## config.mk

```make
export PLATFORM = sky130hd
export DESIGN_NAME = ifetch_ctrl_flat
export DESIGN_NICKNAME = d
export VERILOG_FILES = /design/src/rtl/ifetch_ctrl_pkg.sv /design/src/rtl/ifetch_ctrl_if.sv /design/src/rtl/ifetch_ctrl_kill_cnt.sv /design/src/rtl/ifetch_ctrl.sv /design/src/flat_wrapper.sv
export SDC_FILE = /design/constraint.sdc
export NUM_CORES = 1
export LEC_CHECK = 0
export CAP_MARGIN = 20
export CORE_ASPECT_RATIO = 0.9
export CORE_MARGIN = 1.5
export CORE_UTILIZATION = 60
export CTS_CLUSTER_SIZE = 25
export DETAILED_ROUTE_END_ITERATION = 10
export DONT_BUFFER_PORTS = 1
export PLACE_DENSITY = 0.76
export SYNTH_ARGS = -nofsm -noshare
export SYNTH_HDL_FRONTEND = slang
export SYNTH_HIERARCHICAL = 1
export SYNTH_SLANG_ARGS = --single-unit
```

## constraint.sdc

```tcl
create_clock -name clk -period 2.73 [get_ports clk]
set_clock_uncertainty 0.2 [all_clocks]
set_input_delay 0.273 -clock clk [delete_from_list [all_inputs] [get_ports clk]]
set_output_delay 0.273 -clock clk [all_outputs]
set_load 0.005 [all_outputs]
```

## src/rtl/ifetch_ctrl_pkg.sv

```systemverilog
// Shared widths, constants and FSM state type for the IF-stage fetch sequencer.
package ifetch_ctrl_pkg;

   localparam int PC_SIZE    = 32;
   localparam int INSTR_SIZE = 32;

   // addi x0, x0, 0 -- presented to predecode whenever nothing valid is held
   localparam logic [INSTR_SIZE-1:0] INSTR_NOP = 32'h0000_0013;

   typedef enum logic [2:0] {
      ST_BOOT  = 3'd0,
      ST_REQ   = 3'd1,
      ST_WAIT  = 3'd2,
      ST_VALID = 3'd3,
      ST_DRAIN = 3'd4
   } ifc_state_e;

endpackage

```

## src/rtl/ifetch_ctrl_if.sv

```systemverilog
// Instruction-memory request/response channel between the fetch sequencer and imem.
interface ifetch_ctrl_if
   import ifetch_ctrl_pkg::*;
();

   logic                  imem_req_valid;
   logic                  imem_req_ready;
   logic [PC_SIZE-1:0]    imem_req_addr;
   logic                  imem_rsp_valid;
   logic [INSTR_SIZE-1:0] imem_rsp_instr;

   modport master (
      output imem_req_valid,
      output imem_req_addr,
      input  imem_req_ready,
      input  imem_rsp_valid,
      input  imem_rsp_instr
   );

   modport slave (
      input  imem_req_valid,
      input  imem_req_addr,
      output imem_req_ready,
      output imem_rsp_valid,
      output imem_rsp_instr
   );

endinterface

```

## src/rtl/ifetch_ctrl_kill_cnt.sv

```systemverilog
// Saturating count of fetches discarded because of a redirect.
module ifetch_ctrl_kill_cnt #(
   parameter int CNT_W = 16
) (
   input  logic             clk,
   input  logic             rst,
   input  logic             inc,
   output logic [CNT_W-1:0] cnt
);

   // count up on each discarded fetch, stick at all-ones
   always_ff @(posedge clk) begin
      if (rst) begin
         cnt <= '0;
      end else if (inc && (cnt != {CNT_W{1'b1}})) begin
         cnt <= cnt + {{(CNT_W-1){1'b0}}, 1'b1};
      end
   end

endmodule

```

## src/rtl/ifetch_ctrl.sv

```systemverilog
// Fetch sequencer for the IF stage: owns the fetch PC, keeps one imem request in
// flight at most, holds the returned instruction for predecode/ID and throws away
// fetches made stale by a predecode redirect.
//
// state    | meaning
// ---------+-----------------------------------------------------------
// ST_BOOT  | first cycle after reset, nothing requested yet
// ST_REQ   | request presented at pc_q, waiting for imem ready
// ST_WAIT  | request accepted, response still wanted
// ST_VALID | instruction held for predecode/ID
// ST_DRAIN | request accepted but redirected; one response owed, discard it
module ifetch_ctrl
   import ifetch_ctrl_pkg::*;
#(
   parameter logic [PC_SIZE-1:0] RESET_PC = '0,
   parameter int                 CNT_W    = 16
) (
   input  logic                  clk,
   input  logic                  rst,
   ifetch_ctrl_if.master         imem,
   output logic                  if_valid,
   output logic [INSTR_SIZE-1:0] if_instr,
   output logic [PC_SIZE-1:0]    if_pc,
   input  logic                  id_stall,
   input  logic [PC_SIZE-1:0]    pd_pc_next,
   input  logic                  pd_nop_sel,
   output logic [CNT_W-1:0]      killed_cnt
);

   ifc_state_e            state_q, state_d;
   logic [PC_SIZE-1:0]    pc_q, pc_d;
   logic [INSTR_SIZE-1:0] instr_q, instr_d;
   logic [PC_SIZE-1:0]    ifpc_q, ifpc_d;
   logic                  kill_inc;

   // state, fetch PC and held-instruction registers
   always_ff @(posedge clk) begin
      if (rst) begin
         state_q <= ST_BOOT;
         pc_q    <= RESET_PC;
         instr_q <= INSTR_NOP;
         ifpc_q  <= RESET_PC;
      end else begin
         state_q <= state_d;
         pc_q    <= pc_d;
         instr_q <= instr_d;
         ifpc_q  <= ifpc_d;
      end
   end

   // next-state, PC update and kill strobe; a redirect always wins over consumption
   always_comb begin
      state_d  = state_q;
      pc_d     = pc_q;
      instr_d  = instr_q;
      ifpc_d   = ifpc_q;
      kill_inc = 1'b0;
      unique case (state_q)
         ST_BOOT: begin
            state_d = ST_REQ;
         end
         ST_REQ: begin
            // the address may move while imem is not ready; only valid&ready is sampled
            if (pd_nop_sel) pc_d = pd_pc_next;
            if (imem.imem_req_ready) state_d = pd_nop_sel ? ST_DRAIN : ST_WAIT;
         end
         ST_WAIT: begin
            if (imem.imem_rsp_valid) begin
               if (pd_nop_sel) begin
                  pc_d     = pd_pc_next;
                  kill_inc = 1'b1;
                  state_d  = ST_REQ;
               end else begin
                  instr_d = imem.imem_rsp_instr;
                  ifpc_d  = pc_q;
                  state_d = ST_VALID;
               end
            end else if (pd_nop_sel) begin
               pc_d    = pd_pc_next;
               state_d = ST_DRAIN;
            end
         end
         ST_DRAIN: begin
            if (pd_nop_sel) pc_d = pd_pc_next;
            if (imem.imem_rsp_valid) begin
               kill_inc = 1'b1;
               state_d  = ST_REQ;
            end
         end
         ST_VALID: begin
            if (pd_nop_sel) begin
               pc_d     = pd_pc_next;
               kill_inc = 1'b1;
               state_d  = ST_REQ;
            end else if (!id_stall) begin
               pc_d    = pd_pc_next;
               state_d = ST_REQ;
            end
         end
         default: begin
            state_d = ST_BOOT;
         end
      endcase
   end

   ifetch_ctrl_kill_cnt #(
      .CNT_W (CNT_W)
   ) u_kill_cnt (
      .clk (clk),
      .rst (rst),
      .inc (kill_inc),
      .cnt (killed_cnt)
   );

   assign imem.imem_req_valid = (state_q == ST_REQ);
   assign imem.imem_req_addr  = pc_q;
   assign if_valid            = (state_q == ST_VALID);
   assign if_instr            = if_valid ? instr_q : INSTR_NOP;
   assign if_pc               = ifpc_q;

endmodule

```

## src/flat_wrapper.sv

```systemverilog
// flat-port wrapper written by rule: the top's interface ports become plain ports
module ifetch_ctrl_flat import ifetch_ctrl_pkg::*;
#(
   parameter logic [PC_SIZE-1:0] RESET_PC = '0,
   parameter int                 CNT_W    = 16
)
  (clk, rst, if_valid, if_instr, if_pc, id_stall, pd_pc_next, pd_nop_sel, killed_cnt, imem_imem_req_valid, imem_imem_req_addr, imem_imem_req_ready, imem_imem_rsp_valid, imem_imem_rsp_instr);
  ifetch_ctrl_if imem_i ();
  input  logic clk;
  input  logic rst;
  output logic if_valid;
  output logic [INSTR_SIZE-1:0] if_instr;
  output logic [PC_SIZE-1:0] if_pc;
  input  logic id_stall;
  input  logic [PC_SIZE-1:0] pd_pc_next;
  input  logic pd_nop_sel;
  output logic [CNT_W-1:0] killed_cnt;
  output wire logic [$bits(imem_i.imem_req_valid)-1:0] imem_imem_req_valid;
  output wire logic [$bits(imem_i.imem_req_addr)-1:0] imem_imem_req_addr;
  input wire logic [$bits(imem_i.imem_req_ready)-1:0] imem_imem_req_ready;
  input wire logic [$bits(imem_i.imem_rsp_valid)-1:0] imem_imem_rsp_valid;
  input wire logic [$bits(imem_i.imem_rsp_instr)-1:0] imem_imem_rsp_instr;
  assign imem_imem_req_valid = imem_i.imem_req_valid;
  assign imem_imem_req_addr = imem_i.imem_req_addr;
  assign imem_i.imem_req_ready = imem_imem_req_ready;
  assign imem_i.imem_rsp_valid = imem_imem_rsp_valid;
  assign imem_i.imem_rsp_instr = imem_imem_rsp_instr;
  ifetch_ctrl #(.RESET_PC(RESET_PC), .CNT_W(CNT_W)) u_core (.clk(clk), .rst(rst), .imem(imem_i), .if_valid(if_valid), .if_instr(if_instr), .if_pc(if_pc), .id_stall(id_stall), .pd_pc_next(pd_pc_next), .pd_nop_sel(pd_nop_sel), .killed_cnt(killed_cnt));
endmodule
```

* Yosys cells after proc, flatten, opt, wreduce, memory -nomap -nowiden
Cells that the tools add are included.
** Storage, ports and cells
- Register bits after elaboration :: 115
- Input bits :: 70
- Logic and storage cells :: 42
** Cells by class
- Add/sub/neg operators :: 1
- Eq/ne operators :: 10
- Muxes and demuxes :: 18
- Bitwise logic cells :: 1
- Reductions and logical operators :: 7
** Operator list (count)
- 2-to-1 mux 32 bit :: 4
- case mux 32 bit (2 select lines) :: 1
- 2-to-1 mux 3 bit :: 7
- adder 16 x 1 -> 16 bit, second input constant :: 1
- != test 16 bit, second input constant :: 1
- case mux 3 bit (5 select lines) :: 1
- == test 3 x 2 -> 1 bit, second input constant :: 2
- != test 3 bit, second input constant :: 2
- AND reduction 3 bit :: 2
- != test 2 x 1 -> 1 bit, second input constant :: 2
- AND reduction 4 bit :: 1
- == test 3 x 1 -> 1 bit, second input constant :: 1
- == test 3 bit, second input constant :: 1
- logical NOT 3 bit :: 1
- 2-to-1 mux 1 bit :: 3
- case mux 1 bit (3 select lines) :: 1
- OR reduction 3 bit :: 1
- 2-to-1 mux 2 bit :: 1
- != test 2 bit, second input constant :: 1
- nonzero test 2 bit :: 1
- logical AND 1 bit :: 1
- inverter 1 bit :: 1

* Logic depth before layout (Yosys ltp)
- Word-level depth :: 4
- Gate-level depth with buffers :: 7
- Depth with buffers taken out :: 6

* Cells and area by module
The synthesis kept the hierarchy.
** By module, submodules not included
- ifetch_ctrl :: instances 1, cells an instance 486, area an instance 4274.1 sq um, seq. area each 1981.9 sq um
- ifetch_ctrl_kill_cnt :: instances 1, cells an instance 99, area an instance 848.3 sq um, seq. area each 320.3 sq um

* Worst setup path after synthesis
OpenSTA, ideal clock, no wires.
- Kind :: register to register
- Start point :: reg u_core.state_q[1]
- End point :: reg u_core.u_kill_cnt.cnt[7]
- Data arrival time :: 1.773 ns
- Required time :: 2.460 ns
- Slack :: 0.687 ns
- Stages on the path, launching flop included :: 7
- Path buffers :: 1
- Clock period less this slack :: 2.043 ns
- Cell sequence :: dfxtp_1 -> nand2b_1 -> o22ai_1 -> nand2_1 -> clkbuf_1 -> or4_1 -> a21oi_1
** Between the ends
- Longest elaborated chain between the ends :: 3
- Elaborated cells on any way between the ends :: 5
- Those cells by class :: eq/ne (3); mux (1); reduce/logical (1)
** Ends and longest elaborated chain
- from (decl) :: RTL line ifetch_ctrl.sv:30 : ifc_state_e state_q, state_d;
- from (signal assigned) :: RTL line ifetch_ctrl.sv:44 : state_q <= state_d;
- == test 3 x 2 -> 1 bit or == test 3 bit (tied branches) :: RTL line ifetch_ctrl.sv:58 : unique case (state_q)
- case mux 1 bit (3 select lines) * :: RTL line ifetch_ctrl.sv:58
- net u_core.kill_inc :: RTL line ifetch_ctrl.sv:34 : logic kill_inc;
- logical AND 1 bit * :: RTL line ifetch_ctrl_kill_cnt.sv:15 : end else if (inc && (cnt != {CNT_W{1'b1}})) begin
- to (signal assigned) :: RTL line ifetch_ctrl_kill_cnt.sv:16 : cnt <= cnt + {{(CNT_W-1){1'b0}}, 1'b1};
- to (decl) :: RTL line ifetch_ctrl_kill_cnt.sv:8 : output logic [CNT_W-1:0] cnt
Mark *: on every way through the listed nets, which the timed path passes. The rest lies on a longest branch.
A chain may end at the register's enable or synchronous reset.

* Worst setup path in the final report
- Start point :: reg u_core.state_q[0]
- End point :: reg u_core.ifpc_q[22] (netlist: u_core/if_pc[22])
** Between the ends
- Longest elaborated chain between the ends :: 2
** Ends and longest elaborated chain
- == test 3 x 2 -> 1 bit :: RTL line ifetch_ctrl.sv:58
- AND reduction 3 bit (no source line)
- to (signal assigned) :: RTL line ifetch_ctrl.sv:47 : ifpc_q <= ifpc_d;
- to (decl) :: RTL line ifetch_ctrl.sv:33 : logic [PC_SIZE-1:0] ifpc_q, ifpc_d;
Every way passes these cells.

==> flow_summary.json <==
{
  "synth-seq-cells": 115,
  "drtPass1Iterations": 4,
  "start_util_pct": 62.89,
  "nNetsFinal": 716,
  "maxCapViolations": 0,
  "layout-drive-gt1-share_pct": 10.64,
  "diodes": 0,
  "synth_area_leaders": "dfxtp_1, nand2_1, nand2b_1",
  "post_drt_wl_per_cell_um": 16.15,
  "yosys_warnings": 6,
  "rows": 31,
  "antenna_found_initial": 0,
  "syn_avg_cell_area_sq_um": 8.756,
  "antenna_left": 0,
  "synth_edf_count": 0,
  "dieArea_sq_um": 9101,
  "worstPathRequired_ns": 2.91,
  "grt_setup_unrepaired": "false",
  "synth_top_area_cell": "dfxtp_1",
  "cts_resized": 0,
  "grtUsageTotal_pct": 26.92,
  "clkTransAtPathRegs_ns": 0.06,
  "worst_slew_pin_slew_ns": 0.5549,
  "htree_levels": 4,
  "holdWs_ns": 0.001534,
  "grt-ovfl-total": 0,
  "ys_async_sr_fraction_pct": 0,
  "synth_fp_nets": 656,
  "timing.slew.headroom_pct": 62.52,
  "coreArea_sq_um": 8145,
  "grt_max_degree": 148,
  "synth_cell_types": 44,
  "gp_congestion": 0.7780,
  "cts_root_buf": "clkbuf_8",
  "finalHoldViolCount": 0,
  "leakagePower_nw": 2.386,
  "place_ws_ns": 0.5564,
  "port_buffers": 0,
  "path_max_fanout": 47,
  "grt_pass1_vias": 4056,
  "die_w_um": 100.4,
  "final_cell_area_sq_um": 6345,
  "drv_slew": 0,
  "setup_viol": 0,
  "drc_errors": 0,
  "wl_um": 12220,
  "ir_drop_uv": 494.3,
  "mostFrequentLayoutCell": "nand2_1",
  "outcome": "finished clean",
  "io-pin-count": 184,
  "die_h_um": 90.66,
  "fin_setup_tns_ns": 0,
  "crit_arrival_ns": 2.75,
  "crit_type": "reg2reg",
  "timing.final.crit_share_pct": 93.89,
  "fin_crit_ns": 2.563,
  "ys_seq_area_share_pct": 44.94,
  "cts_tree": "built",
  "p_per_area_nw_per_um2": 649.6,
  "critPathLaunchType": "flip-flop",
  "synth_ff_type": "dfxtp_1",
  "postPlaceCellArea_sq_um": 5031,
  "clock-sinks": 115,
  "fin_ws_ns": 0.1669,
  "first_iter_violations": 179,
  "post-dp-hpwl_um": 7007,
  "synth_top_area_share_pct": 44.94,
  "ff2ff_setup_slack_ns": 0.17,
  "end_kind": "flip-flop",
  "final_cell_mix": "nand2_1, dfxtp_1, dlygate4sd3_1, nand2b_1, a21oi_1",
  "hp-class": "in2reg",
  "num_vias": 4245,
  "clock.fmax_mhz": 390.1,
  "netlist_instances": 585,
  "clock_latency_ns": 0.49,
  "cts.path.max_buffers": 2,
  "area_growth_pct": 23.86,
  "numCtsBuffers": 17,
  "vias_per_cell": 5.608,
  "syn_area_sq_um": 5122,
  "grt_pass1_wl_um": 19590,
  "fill_cells": 537
}
-- synthesized netlist by cell type, types with 2 or more instances --
library cell and instances:
dfxtp_1 115, and4_1 3, a21oi_2 10, nor2b_1 3, clkbuf_1 15, or2b_1 2, nand2b_1 70, nor3_1 4
nor4_1 2, buf_6 18, a21oi_1 62, o31ai_1 6, and3_1 3, xnor2_1 2, nand2_2 15, nor2_1 11
nand3b_1 5, o21ai_0 8, or4_1 7, nand4_1 3, or3_1 4, nand3_1 6, mux2i_1 33, nand2_1 123
buf_2 3, and2_1 29, inv_1 6
-- cell families (layout without fill, tap and decap cells) --
logic type | Yosys count | after routing | share of synthesized area [%]
and+or+nand+nor | 295 | 295 | 30.73
DFF | 115 | 115 | 44.94
AOI/OAI and AO/OA | 94 | 94 | 11.04
buffers and inverters | 44 | 117 | 6.033
muxes | 34 | 34 | 6.668
xor gates and xnor gates | 2 | 2 | 0.3420
adders and majority gates | 1 | 1 | 0.2442
-- routing by layer --
| metal | wire length (um) | part of all wire (%) | up-vias | track usage, % |
|---|---|---|---|---|
| met4 | 162 | 1.3 | 0 | 9.624 |
| li1 | - | - | 2070 | - |
| met3 | 1102 | 9.0 | 14 | 10.37 |
| met2 | 5924 | 48 | 175 | 44.84 |
| met5 | 0 | 0 | - | 0 |
| met1 | 5033 | 41 | 1986 | 31.38 |
-- metrics by stage --
| stage | utilization [%] | instances | total power, W |
|---|---|---|---|
| floorplan | - | 585 | 0.001990 |
| global placement | 61.77 | 652 | 0.001980 |
| detailed placement | 61.77 | 652 | 0.001990 |
| CTS | 77.90 | 757 | 0.004155 |
| global route | 77.90 | 757 | 0.004276 |
| finish | 77.90 | 757 | 0.004121 |
-- power breakdown --
part,leakage [nW],switching (W),internal [W]
clock,0.269,0.000725,0.00132
sequential,0.931,0.0000567,0.00173
combinational,1.19,0.000132,0.000157
total,2.39,0.000913,0.00321
-- state kept, by name, summed over array words and instances, names as in the netlist --
signal,cells
u_core/u_kill_cnt/cnt,16
u_core/imem.imem_req_addr,32
u_core/if_pc,32
u_core/state_q,3
u_core/instr_q,32
-- repair_timing --
| action | CTS | global route |
|---|---|---|
| endpoints found under the setup margin | 0 | 0 |
| hold endpoints to repair | 115 | 0 |
| setup buffers | 0 | 0 |
| hold buffers | 73 | 0 |
-- final cells by class --
type | instances | area [sq um] | area share (%)
clock inverter | 8 | 75.07 | 1.183
sequential | 115 | 2302 | 36.28
tap | 99 | 123.9 | 1.952
inverter | 6 | 22.52 | 0.3550
clock buffer | 24 | 490.5 | 7.730
multi-input combinational | 426 | 2512 | 39.60
timing repair buffer | 79 | 818.3 | 12.90
-- worst max-delay path, cell delays in order (launching register included) --
cell           delay, ns
dfxtp_1             0.41
nand2b_4            0.21
or3_2               0.66
buf_12              0.26
nand2_1             0.11
a21oi_2             0.05
dlygate4sd3_1       0.54
-- worst paths after layout --
check	end	cells past startpoint	from
setup / recovery	u_core/if_pc[22]	6	u_core/state_q[0]
hold / removal	u_core/if_pc[30]	2	rst
setup reg to reg	u_core/if_pc[22]	6	u_core/state_q[0]
hold reg to reg	u_core/instr_q[11]	2	u_core/instr_q[11]
No activity file was read; power rests on OpenSTA's default activity.
